`config.mk`:
```
export PLATFORM = sky130hd
export DESIGN_NAME = id_ex_stage
export DESIGN_NICKNAME = d
export VERILOG_FILES = /design/src/rtl/id_ex_stage.sv
export SDC_FILE = /design/constraint.sdc
export NUM_CORES = 1
export LEC_CHECK = 0
export CELL_PAD_IN_SITES_DETAIL_PLACEMENT = 0
export CELL_PAD_IN_SITES_GLOBAL_PLACEMENT = 1
export CORE_MARGIN = 1.5
export CORE_UTILIZATION = 34
export DETAILED_ROUTE_END_ITERATION = 10
export PLACE_DENSITY_LB_ADDON = 0.05
export SLEW_MARGIN = 25
export SYNTH_ARGS = -nofsm -noshare
export SYNTH_HDL_FRONTEND = slang
export SYNTH_SLANG_ARGS = --single-unit
```
`constraint.sdc`:
```
create_clock -name clk -period 12.2 [get_ports clk]
set_input_delay 3.05 -clock clk [delete_from_list [all_inputs] [get_ports clk]]
set_output_delay 3.05 -clock clk [all_outputs]
set_load 0.01 [all_outputs]
```
`src/rtl/id_ex_stage.sv`:
```
// ID/EX pipeline register with RAW-hazard handling: EX/MEM and MEM/WB operand
// forwarding, load-use bubble insertion, ID write-through bypass and stall counting.
module id_ex_stage #(
    parameter int CNT_W = 16
) (
    input  logic             clk,
    input  logic             rst,
    input  logic             id_valid,
    input  logic [4:0]       id_rs,
    input  logic [4:0]       id_rt,
    input  logic [4:0]       id_rd,
    input  logic [31:0]      id_rs_val,
    input  logic [31:0]      id_rt_val,
    input  logic [31:0]      id_imm,
    input  logic             id_use_imm,
    input  logic [4:0]       id_alu_op,
    input  logic [4:0]       id_shamt,
    input  logic             id_mem_read,
    input  logic             id_mem_write,
    input  logic             id_reg_write,
    input  logic             flush,
    input  logic             exm_reg_write,
    input  logic             exm_mem_read,
    input  logic [4:0]       exm_rd,
    input  logic [31:0]      exm_result,
    input  logic             mwb_reg_write,
    input  logic [4:0]       mwb_rd,
    input  logic [31:0]      mwb_data,
    output logic [31:0]      arg1,
    output logic [31:0]      arg2,
    output logic [4:0]       alu_op,
    output logic [4:0]       shamt,
    output logic             ex_valid,
    output logic             ex_mem_read,
    output logic             ex_mem_write,
    output logic             ex_reg_write,
    output logic [4:0]       ex_rd,
    output logic [31:0]      ex_store_data,
    output logic             stall,
    output logic [CNT_W-1:0] stall_count
);

    logic             ex_valid_q, ex_valid_d;
    logic             ex_mem_read_q, ex_mem_read_d;
    logic             ex_mem_write_q, ex_mem_write_d;
    logic             ex_reg_write_q, ex_reg_write_d;
    logic             use_imm_q, use_imm_d;
    logic [4:0]       ex_rd_q, ex_rd_d;
    logic [4:0]       alu_op_q, alu_op_d;
    logic [4:0]       shamt_q, shamt_d;
    logic [4:0]       rs_q, rs_d;
    logic [4:0]       rt_q, rt_d;
    logic [31:0]      rs_val_q, rs_val_d;
    logic [31:0]      rt_val_q, rt_val_d;
    logic [31:0]      imm_q, imm_d;
    logic [CNT_W-1:0] stall_count_q, stall_count_d;

    logic             hz;
    logic             stall_int;
    logic [31:0]      fwd_rs;
    logic [31:0]      fwd_rt;

    function automatic logic [31:0] forward(
        input logic [4:0]  src,
        input logic [31:0] latched,
        input logic        e_we,
        input logic        e_ld,
        input logic [4:0]  e_rd,
        input logic [31:0] e_res,
        input logic        w_we,
        input logic [4:0]  w_rd,
        input logic [31:0] w_data
    );
        logic [31:0] v;
        v = latched;
        // A load in EX/MEM has no data yet; the load-use bubble covers that case.
        if (e_we && !e_ld && e_rd != '0 && e_rd == src) begin
            v = e_res;
        end else if (w_we && w_rd != '0 && w_rd == src) begin
            v = w_data;
        end
        return v;
    endfunction

    always_comb begin
        hz = ex_valid_q & ex_mem_read_q & (ex_rd_q != '0) &
             ((ex_rd_q == id_rs) | ((ex_rd_q == id_rt) & (~id_use_imm | id_mem_write)));
        stall_int = id_valid & hz & ~flush;
    end

    always_comb begin
        ex_valid_d     = 1'b0;
        ex_mem_read_d  = 1'b0;
        ex_mem_write_d = 1'b0;
        ex_reg_write_d = 1'b0;
        use_imm_d      = 1'b0;
        ex_rd_d        = '0;
        alu_op_d       = '0;
        shamt_d        = '0;
        rs_d           = '0;
        rt_d           = '0;
        rs_val_d       = '0;
        rt_val_d       = '0;
        imm_d          = '0;
        if (!(flush || stall_int)) begin
            ex_valid_d     = id_valid;
            ex_mem_read_d  = id_valid & id_mem_read;
            ex_mem_write_d = id_valid & id_mem_write;
            ex_reg_write_d = id_valid & id_reg_write;
            use_imm_d      = id_use_imm;
            ex_rd_d        = id_rd;
            alu_op_d       = id_alu_op;
            shamt_d        = id_shamt;
            rs_d           = id_rs;
            rt_d           = id_rt;
            imm_d          = id_imm;
            rs_val_d       = (mwb_reg_write && mwb_rd != '0 && mwb_rd == id_rs) ? mwb_data : id_rs_val;
            rt_val_d       = (mwb_reg_write && mwb_rd != '0 && mwb_rd == id_rt) ? mwb_data : id_rt_val;
        end
        stall_count_d = stall_count_q;
        if (stall_int && stall_count_q != '1) begin
            stall_count_d = stall_count_q + CNT_W'(1);
        end
    end

    always_ff @(posedge clk or posedge rst) begin
        if (rst) begin
            ex_valid_q     <= 1'b0;
            ex_mem_read_q  <= 1'b0;
            ex_mem_write_q <= 1'b0;
            ex_reg_write_q <= 1'b0;
            use_imm_q      <= 1'b0;
            ex_rd_q        <= '0;
            alu_op_q       <= '0;
            shamt_q        <= '0;
            rs_q           <= '0;
            rt_q           <= '0;
            rs_val_q       <= '0;
            rt_val_q       <= '0;
            imm_q          <= '0;
            stall_count_q  <= '0;
        end else begin
            ex_valid_q     <= ex_valid_d;
            ex_mem_read_q  <= ex_mem_read_d;
            ex_mem_write_q <= ex_mem_write_d;
            ex_reg_write_q <= ex_reg_write_d;
            use_imm_q      <= use_imm_d;
            ex_rd_q        <= ex_rd_d;
            alu_op_q       <= alu_op_d;
            shamt_q        <= shamt_d;
            rs_q           <= rs_d;
            rt_q           <= rt_d;
            rs_val_q       <= rs_val_d;
            rt_val_q       <= rt_val_d;
            imm_q          <= imm_d;
            stall_count_q  <= stall_count_d;
        end
    end

    always_comb begin
        fwd_rs = forward(rs_q, rs_val_q, exm_reg_write, exm_mem_read, exm_rd, exm_result,
                         mwb_reg_write, mwb_rd, mwb_data);
        fwd_rt = forward(rt_q, rt_val_q, exm_reg_write, exm_mem_read, exm_rd, exm_result,
                         mwb_reg_write, mwb_rd, mwb_data);
        arg1          = fwd_rs;
        arg2          = use_imm_q ? imm_q : fwd_rt;
        ex_store_data = fwd_rt;
        alu_op        = alu_op_q;
        shamt         = shamt_q;
        ex_valid      = ex_valid_q;
        ex_mem_read   = ex_mem_read_q;
        ex_mem_write  = ex_mem_write_q;
        ex_reg_write  = ex_reg_write_q;
        ex_rd         = ex_rd_q;
        stall         = stall_int;
        stall_count   = stall_count_q;
    end

endmodule

```
==> results of run 1 <==
power by group through the flow:
stage / registers [mW] / logic (mW) / clock network, mW
after floorplan: 0.510 / 0.111 / 0
after global placement: 0.510 / 0.271 / 0
after detailed placement: 0.510 / 0.271 / 0
after CTS: 0.502 / 0.272 / 0.536
after global routing: 0.504 / 0.292 / 0.560
final: 0.502 / 0.269 / 0.526
cell type report:
cell class | count | area [um2] | area share, %
timing repair buffer | 348 | 3460 | 28.6
multi-input combinational | 638 | 4050 | 33.5
inverter | 4 | 20.0 | 0.166
sequential | 142 | 3550 | 29.4
tap | 319 | 399 | 3.30
antenna | 4 | 10.0 | 0.0829
clock inverter | 12 | 136 | 1.13
clock buffer | 20 | 447 | 3.70
cells in the final DEF, fill, tap and decap left out, types with 3 or more instances in the layout:
master,n
sky130_fd_sc_hd__mux2_2,9
sky130_fd_sc_hd__clkdlybuf4s50_1,337
sky130_fd_sc_hd__mux2i_1,64
sky130_fd_sc_hd__clkbuf_16,17
sky130_fd_sc_hd__xor2_1,10
sky130_fd_sc_hd__a221oi_1,19
sky130_fd_sc_hd__dfrtp_1,141
sky130_fd_sc_hd__a221oi_2,6
sky130_fd_sc_hd__xnor2_1,43
sky130_fd_sc_hd__diode_2,4
sky130_fd_sc_hd__buf_4,10
sky130_fd_sc_hd__nor3_1,9
sky130_fd_sc_hd__nor2_1,151
sky130_fd_sc_hd__clkinvlp_4,3
sky130_fd_sc_hd__a31oi_2,5
sky130_fd_sc_hd__nand2_1,98
sky130_fd_sc_hd__nand3_1,17
sky130_fd_sc_hd__inv_6,4
sky130_fd_sc_hd__and3_1,32
sky130_fd_sc_hd__and2_1,60
sky130_fd_sc_hd__a31oi_1,34
sky130_fd_sc_hd__o31ai_1,32
sky130_fd_sc_hd__nand4_1,11
routing by layer:
layer	global-route usage, %	up-vias
li1	-	3541
met1	30.0	3615
met2	40.4	291
met3	7.89	45
met4	9.02	2
met5	0	-
logic make-up after synthesis:
kind of cell,synth area share [%]
XOR/XNOR,5.77
flip-flops,44.2
multiplexers,9.23
AND/OR/NAND/NOR,24.0
adder cells (fa/ha/maj),0.156
buffers and inverters,5.65
AO/OA/AOI/OAI,11.0
worst paths after layout:
path,startpoint,depth (start not counted),endpoint
max,mwb_rd[1],7,arg1[29]
min,stall_count[9],1,stall_count[9]
max reg2reg,ex_rd[1],6,ex_reg_write
min reg2reg,stall_count[9],1,stall_count[9]
max in group asynchronous,rst,3,rs_val_q[29]
min in group asynchronous,rst,2,imm_q[30]
critical path: cells and delay by family:
kind,cells,cell delay [ps]
AO/OA/AOI/OAI,2,920
buffers and inverters,2,1180
AND/OR/NAND/NOR,3,1430
per-stage QoR:
stage          hold slack, ps  area [um2]  utilization (%)
2_1_floorplan             519        8040                -
6_report                  498       12100             51.8
3_5_place_dp              487       11500             49.2
5_1_grt                   535       12100             51.8
4_1_cts                   502       12100             51.7
3_3_place_gp              482       11500             49.2
registers in the layout, indices dropped and copies added, names as in the netlist:
register and flops:
rt_val_q 32, ex_rd 5, rs_val_q 32, ex_reg_write 1
ex_mem_read 1, alu_op 5, ex_valid 1, ex_mem_write 1
use_imm_q 1, stall_count 16, rt_q 5, imm_q 32
rs_q 5, shamt 5
==> flow_results.xml, run 1 <==
<?xml version="1.0" encoding="UTF-8"?>
<metrics>
  <group name="critical_path">
    <metric name="critPathArrivalTime" unit="ps">6590</metric>
    <metric name="critical_path.most_common_cell" unit="">sky130_fd_sc_hd__clkdlybuf4s50_1</metric>
    <metric name="cpPeakStageDelay" unit="ps">930</metric>
    <metric name="crit_chain" unit="">clkdlybuf4s50_1 &gt; or4_4 &gt; o21a_2 &gt; nand3_2 &gt; nand2_1 &gt; a31oi_1 &gt; clkdlybuf4s50_1</metric>
    <metric name="nature_of_the_critical_path_endpoint" unit="">output pin</metric>
    <metric name="reg2reg_slack" unit="ps">9470</metric>
    <metric name="critical_path.max_fanout" unit="">35</metric>
    <metric name="cp.required" unit="ps">9150</metric>
    <metric name="worstSetupStartpointType" unit="">primary input</metric>
    <metric name="slowest_stage" unit="">sky130_fd_sc_hd__nand3_2</metric>
    <metric name="timing_worst_setup_path_type" unit="">in -&gt; out</metric>
  </group>
  <group name="synthesis">
    <metric name="async_flop_share" unit="%">100</metric>
    <metric name="synth-warning-count" unit="">0</metric>
    <metric name="synth_top_cells_by_area" unit="">sky130_fd_sc_hd__dfrtp_1 (44%), sky130_fd_sc_hd__mux2i_1 (8.0%), sky130_fd_sc_hd__nor2_1 (7.1%), sky130_fd_sc_hd__xnor2_1 (4.7%), sky130_fd_sc_hd__and2_1 (4.7%)</metric>
    <metric name="synth.avg_cell_area" unit="um2">9.46</metric>
    <metric name="yosys_register_bits" unit="">142</metric>
    <metric name="ys_seq_area_share" unit="%">44.2</metric>
    <metric name="mappedNetlistNets" unit="">1057</metric>
    <metric name="synth_area" unit="mm2">0.00804</metric>
    <metric name="synth_most_common_cell" unit="">sky130_fd_sc_hd__nor2_1</metric>
    <metric name="synth-main-ff-cell" unit="">sky130_fd_sc_hd__dfrtp_1</metric>
    <metric name="postSynthCellCount" unit="">850</metric>
    <metric name="yosys.area.top_type_share" unit="%">44.2</metric>
    <metric name="yosys-top-cells-count" unit="">sky130_fd_sc_hd__nor2_1 (152), sky130_fd_sc_hd__dfrtp_1 (142), sky130_fd_sc_hd__nand2_1 (98), sky130_fd_sc_hd__mux2i_1 (64), sky130_fd_sc_hd__and2_1 (60)</metric>
    <metric name="yosysUniqueCellTypes" unit="">52</metric>
    <metric name="synth-edff-count" unit="">0</metric>
    <metric name="synth_top_cell_by_area" unit="">sky130_fd_sc_hd__dfrtp_1</metric>
  </group>
  <group name="placement">
    <metric name="place.detailed.instances" unit="">1451</metric>
    <metric name="port-buffer-count" unit="">337</metric>
    <metric name="gp_congestion" unit="">0.850</metric>
    <metric name="place_hpwl" unit="um">20600</metric>
    <metric name="pre_cts_slack" unit="ps">2540</metric>
  </group>
  <group name="floorplan">
    <metric name="core" unit="mm2">0.0233</metric>
    <metric name="die_area" unit="mm2">0.0246</metric>
    <metric name="placement_rows" unit="">56</metric>
    <metric name="initial_core_util" unit="%">34.5</metric>
    <metric name="die_w" unit="um">157</metric>
    <metric name="io_pins" unit="">338</metric>
    <metric name="die_height" unit="um">157</metric>
  </group>
  <group name="pwr">
    <metric name="seqPwrFrac" unit="%">38.7</metric>
    <metric name="power_report.internal_total" unit="mW">0.948</metric>
    <metric name="sw_frac_of_total" unit="%">26.9</metric>
    <metric name="p_per_area" unit="mW/mm2">107</metric>
    <metric name="power.net_switching" unit="mW">0.349</metric>
    <metric name="total_power" unit="mW">1.30</metric>
    <metric name="power_frac_clock" unit="%">40.6</metric>
    <metric name="vdd_ir_drop_max" unit="V">0.0000906</metric>
    <metric name="p_leak" unit="nW">4.83</metric>
    <metric name="combPwrFrac" unit="%">20.8</metric>
  </group>
  <group name="routing">
    <metric name="final_antenna_net_count" unit="">0</metric>
    <metric name="drt-vias-per-instance" unit="">5.04</metric>
    <metric name="top_layer" unit="">met5</metric>
    <metric name="drt_pass1_iterations" unit="">5</metric>
    <metric name="route.met2.wl" unit="um">14100</metric>
    <metric name="drc" unit="">0</metric>
    <metric name="routed_wire_length_per_instance" unit="um">19.8</metric>
    <metric name="routed_wl" unit="um">29500</metric>
    <metric name="num_vias" unit="">7494</metric>
    <metric name="detailroute.wirelength.met3" unit="um">2310</metric>
    <metric name="drt_iter0_drc" unit="">349</metric>
    <metric name="wirelength_met1" unit="um">12300</metric>
  </group>
  <group name="run_status">
    <metric name="status" unit="">finished clean</metric>
  </group>
  <group name="clock_network">
    <metric name="clk-insertion-delay-late" unit="ps">420</metric>
    <metric name="tritoncts" unit="">built</metric>
    <metric name="cts_repair_resize_count" unit="">0</metric>
    <metric name="clk_root_buf" unit="">sky130_fd_sc_hd__clkbuf_16</metric>
    <metric name="cts.reportedPaths.clkPinSlew" unit="ps">70</metric>
    <metric name="cts-root-to-sink-buffers" unit="">2</metric>
    <metric name="level_count_of_the_clock_h_tree" unit="">4</metric>
    <metric name="cts_hold_repair.buffers" unit="">0</metric>
    <metric name="tritoncts.num_buffers" unit="">17</metric>
    <metric name="cts_sinks" unit="">142</metric>
    <metric name="postCtsSetupRepairBufs" unit="">0</metric>
  </group>
  <group name="hold_path">
    <metric name="hp-class" unit="">reg -&gt; reg</metric>
  </group>
  <group name="job">
    <metric name="drv_cap" unit="">0</metric>
  </group>
  <group name="sta">
    <metric name="unrepaired_setup_endpoints_after_global_routing" unit="">false</metric>
    <metric name="skew" unit="ps">8.99</metric>
    <metric name="timing.final.crit_period" unit="ps">9640</metric>
    <metric name="max_slew_headroom_at_the_worst_pin" unit="%">33.8</metric>
    <metric name="timing.fmax" unit="MHz">104</metric>
    <metric name="final_hold_viol_count" unit="">0</metric>
    <metric name="tightest_slew" unit="ps">992</metric>
    <metric name="finalSetupViolCount" unit="">0</metric>
    <metric name="timing.final.max_slew_violations" unit="">0</metric>
    <metric name="total_negative_slack_for_setup_checks" unit="ps">0</metric>
    <metric name="timing.final.ws_setup" unit="ps">2560</metric>
    <metric name="final.period_utilization" unit="%">79.0</metric>
  </group>
  <group name="final_layout">
    <metric name="post_route_cells_drive_above_1_share" unit="%">6.96</metric>
    <metric name="final_cells" unit="">1487</metric>
    <metric name="area_growth" unit="%">50.2</metric>
    <metric name="n_fill_cell" unit="">2273</metric>
    <metric name="nNetsFinal" unit="">1358</metric>
  </group>
  <group name="global_routing">
    <metric name="grt_overflow_total" unit="">0</metric>
    <metric name="groute.usage.overall" unit="%">24.6</metric>
    <metric name="grt_first_pass_wirelength" unit="um">45500</metric>
    <metric name="number_of_global_route_vias_before_repair" unit="">7892</metric>
    <metric name="antenna_found_initial" unit="">4</metric>
    <metric name="maximum_number_of_pins_on_one_net_before_global_route_repair" unit="">75</metric>
  </group>
</metrics>
No activity file was read; power rests on OpenSTA's default activity.
==> run 2, diff against run 1 <==
Settings changed: CORE_UTILIZATION 34 to 32.
Clock period 12.2 ns to 9.1 ns, I/O delays scaled along.
==> flow_results.xml, run 2 (synthesized netlist as in run 1, its figures left out) <==
<?xml version="1.0" encoding="UTF-8"?>
<metrics>
  <group name="clock_network">
    <metric name="clk_root_buf" unit="">sky130_fd_sc_hd__clkbuf_16</metric>
    <metric name="postCtsSetupRepairBufs" unit="">0</metric>
    <metric name="level_count_of_the_clock_h_tree" unit="">4</metric>
    <metric name="cts_sinks" unit="">142</metric>
    <metric name="cts-root-to-sink-buffers" unit="">2</metric>
    <metric name="clk-insertion-delay-late" unit="ps">420</metric>
    <metric name="cts_repair_resize_count" unit="">0</metric>
    <metric name="tritoncts" unit="">built</metric>
    <metric name="cts_hold_repair.buffers" unit="">0</metric>
    <metric name="cts.reportedPaths.clkPinSlew" unit="ps">70</metric>
    <metric name="tritoncts.num_buffers" unit="">17</metric>
  </group>
  <group name="final_layout">
    <metric name="final_cell_mix" unit="">sky130_fd_sc_hd__clkdlybuf4s50_1 (337), sky130_fd_sc_hd__nor2_1 (151), sky130_fd_sc_hd__dfrtp_1 (141)</metric>
    <metric name="post_route_cells_drive_above_1_share" unit="%">7.11</metric>
    <metric name="n_fill_cell" unit="">2367</metric>
    <metric name="nNetsFinal" unit="">1361</metric>
    <metric name="multiInputGateArea" unit="mm2">0.00405</metric>
    <metric name="area_growth" unit="%">50.4</metric>
    <metric name="stdcell_area" unit="mm2">0.0121</metric>
    <metric name="final_common_cell" unit="">sky130_fd_sc_hd__clkdlybuf4s50_1</metric>
    <metric name="sequential_cell_area" unit="mm2">0.00355</metric>
    <metric name="reg_top3" unit="">imm_q: 32 flops, rs_val_q: 32 flops, rt_val_q: 32 flops</metric>
  </group>
  <group name="routing">
    <metric name="drt_iter0_drc" unit="">346</metric>
    <metric name="routed_wire_length_per_instance" unit="um">19.9</metric>
    <metric name="num_vias" unit="">7387</metric>
    <metric name="drc" unit="">0</metric>
    <metric name="drt-vias-per-instance" unit="">4.95</metric>
    <metric name="final_antenna_net_count" unit="">0</metric>
    <metric name="routed_wl" unit="um">29600</metric>
    <metric name="drt_pass1_iterations" unit="">5</metric>
  </group>
  <group name="pwr">
    <metric name="power_frac_clock" unit="%">39.7</metric>
    <metric name="p_leak" unit="nW">4.83</metric>
    <metric name="seqPwrFrac" unit="%">39.3</metric>
    <metric name="power.net_switching" unit="mW">0.463</metric>
    <metric name="vdd_ir_drop_max" unit="V">0.0000983</metric>
    <metric name="p_per_area" unit="mW/mm2">142</metric>
    <metric name="combPwrFrac" unit="%">21.0</metric>
    <metric name="power_report.internal_total" unit="mW">1.25</metric>
    <metric name="sw_frac_of_total" unit="%">27.0</metric>
    <metric name="total_power" unit="mW">1.71</metric>
  </group>
  <group name="critical_path">
    <metric name="cpPeakStageDelay" unit="ps">620</metric>
    <metric name="worstRegToRegCells" unit="">6</metric>
    <metric name="critical_path.reg2reg.endpoint" unit="">ex_mem_read</metric>
    <metric name="crit_chain" unit="">clkdlybuf4s50_1 &gt; xnor2_1 &gt; nand4_1 &gt; nor2_2 &gt; buf_4 &gt; a221oi_1 &gt; o31ai_1 &gt; clkdlybuf4s50_1</metric>
    <metric name="critical_path.n_buffers_inverters" unit="">3</metric>
    <metric name="cp.required" unit="ps">6830</metric>
    <metric name="worstSetupStartpointType" unit="">primary input</metric>
    <metric name="slowest_stage" unit="">sky130_fd_sc_hd__clkdlybuf4s50_1</metric>
    <metric name="critical_path.top_delay_family" unit="">buffers and inverters</metric>
    <metric name="timing_worst_setup_path_type" unit="">in -&gt; out</metric>
    <metric name="reg2reg_from" unit="">ex_rd[1]</metric>
    <metric name="nature_of_the_critical_path_endpoint" unit="">output pin</metric>
    <metric name="critPathArrivalTime" unit="ps">5580</metric>
    <metric name="critical_path.most_common_cell" unit="">sky130_fd_sc_hd__clkdlybuf4s50_1</metric>
    <metric name="reg2reg_slack" unit="ps">6340</metric>
    <metric name="critical_path.max_fanout" unit="">15</metric>
  </group>
  <group name="sta">
    <metric name="finalSetupViolCount" unit="">0</metric>
    <metric name="total_negative_slack_for_setup_checks" unit="ps">0</metric>
    <metric name="timing.final.max_slew_violations" unit="">0</metric>
    <metric name="final_hold_viol_count" unit="">0</metric>
    <metric name="timing.final.ws_setup" unit="ps">1240</metric>
    <metric name="final.period_utilization" unit="%">86.3</metric>
    <metric name="skew" unit="ps">8.28</metric>
    <metric name="timing.final.crit_period" unit="ps">7860</metric>
    <metric name="unrepaired_setup_endpoints_after_global_routing" unit="">false</metric>
    <metric name="tightest_slew" unit="ps">811</metric>
    <metric name="max_slew_headroom_at_the_worst_pin" unit="%">45.9</metric>
    <metric name="timing.fmax" unit="MHz">127</metric>
  </group>
  <group name="floorplan">
    <metric name="io_pins" unit="">338</metric>
    <metric name="core" unit="mm2">0.0245</metric>
    <metric name="die_area" unit="mm2">0.0261</metric>
    <metric name="die_height" unit="um">162</metric>
    <metric name="die_w" unit="um">162</metric>
    <metric name="initial_core_util" unit="%">32.9</metric>
    <metric name="placement_rows" unit="">57</metric>
  </group>
  <group name="hold_path">
    <metric name="min_delay_worst_endpoint" unit="">stall_count[9]</metric>
    <metric name="hp-class" unit="">reg -&gt; reg</metric>
    <metric name="holdCritStartpoint" unit="">stall_count[9]</metric>
    <metric name="worst_hold_path.num_cells" unit="">1</metric>
  </group>
  <group name="run_status">
    <metric name="status" unit="">finished clean</metric>
  </group>
  <group name="placement">
    <metric name="gp_congestion" unit="">0.830</metric>
    <metric name="postPlaceCellArea" unit="mm2">0.0115</metric>
    <metric name="pre_cts_slack" unit="ps">1270</metric>
    <metric name="place_hpwl" unit="um">21300</metric>
    <metric name="port-buffer-count" unit="">337</metric>
  </group>
  <group name="global_routing">
    <metric name="number_of_global_route_vias_before_repair" unit="">7541</metric>
    <metric name="grt_first_pass_wirelength" unit="um">45100</metric>
    <metric name="grt_overflow_total" unit="">0</metric>
    <metric name="antenna_found_initial" unit="">3</metric>
    <metric name="maximum_number_of_pins_on_one_net_before_global_route_repair" unit="">75</metric>
    <metric name="groute.usage.overall" unit="%">22.9</metric>
  </group>
  <group name="job">
    <metric name="drv_cap" unit="">0</metric>
  </group>
</metrics>
-- run 2: cell count changes in the layout (fill, tap and decap cells not counted) --
cell	previous run	this run
sky130_fd_sc_hd__and3_1	32	33
sky130_fd_sc_hd__and3_2	1	0
sky130_fd_sc_hd__buf_4	10	13
sky130_fd_sc_hd__bufinv_16	2	1
sky130_fd_sc_hd__clkbuf_8	1	2
sky130_fd_sc_hd__clkinv_2	2	0
sky130_fd_sc_hd__clkinvlp_4	3	6
sky130_fd_sc_hd__diode_2	4	2
sky130_fd_sc_hd__inv_6	4	3
-- run 2: worst max-delay path by stage --
| stage | from | endpoint | slack [ps] | depth (start not counted) |
|---|---|---|---|---|
| after floorplan | mwb_rd[2] | arg2[6] | 2840 | 6 |
| after global placement | exm_rd[0] | arg2[18] | 1300 | 8 |
| after detailed placement | mwb_rd[1] | arg1[11] | 1270 | 7 |
| after CTS | mwb_rd[1] | arg1[11] | 1260 | 7 |
| after global routing | exm_rd[1] | arg2[6] | 1100 | 7 |
| final | exm_rd[0] | arg2[18] | 1240 | 8 |
-- run 2: worst register-to-register path: stages, from the launching register on --
cell and delay [ps]:
sky130_fd_sc_hd__dfrtp_1 420, sky130_fd_sc_hd__or4_1 570, sky130_fd_sc_hd__o2111ai_2 360, sky130_fd_sc_hd__inv_2 100
sky130_fd_sc_hd__a21oi_4 610, sky130_fd_sc_hd__buf_4 430, sky130_fd_sc_hd__and3_1 210
-- run 2: through the flow --
stage	std cells	utilization [%]	hold slack (ps)
after floorplan	850	-	519
after global placement	1458	47.0	495
after detailed placement	1458	47.0	493
after CTS	1490	49.3	508
after global routing	1493	49.4	529
final	1493	49.4	502
-- run 2: routing by layer --
layer | GRT usage, % | routed length (um) | vias to the layer above | part of all wire, %
met5 | 0 | 11 | - | 0.037
met4 | 7.11 | 567 | 2 | 1.9
met3 | 6.52 | 2200 | 35 | 7.4
met2 | 38.0 | 14400 | 270 | 48
met1 | 28.8 | 12500 | 3537 | 42
li1 | - | - | 3543 | -
-- run 2: cell type report --
type	count	share of cell area, %
multi-input combinational	638	33.5
sequential	142	29.4
timing repair buffer	351	28.8
clock buffer	21	3.81
tap	324	3.35
clock inverter	11	0.911
inverter	4	0.166
antenna	2	0.0414
-- run 2: power groups by stage --
| stage | logic (mW) | registers [mW] | clock network (mW) |
|---|---|---|---|
| after global routing | 0.389 | 0.676 | 0.725 |
| final | 0.360 | 0.673 | 0.681 |
| after global placement | 0.364 | 0.684 | 0 |
| after CTS | 0.365 | 0.673 | 0.698 |
| after floorplan | 0.149 | 0.683 | 0 |
| after detailed placement | 0.364 | 0.684 | 0 |
==> run 3, diff against run 2 <==
Settings changed: GPL_ROUTABILITY_DRIVEN from default to 0.
==> results of run 3 <==
No change in the layout: final DEF, timing and power equal those of run 2.
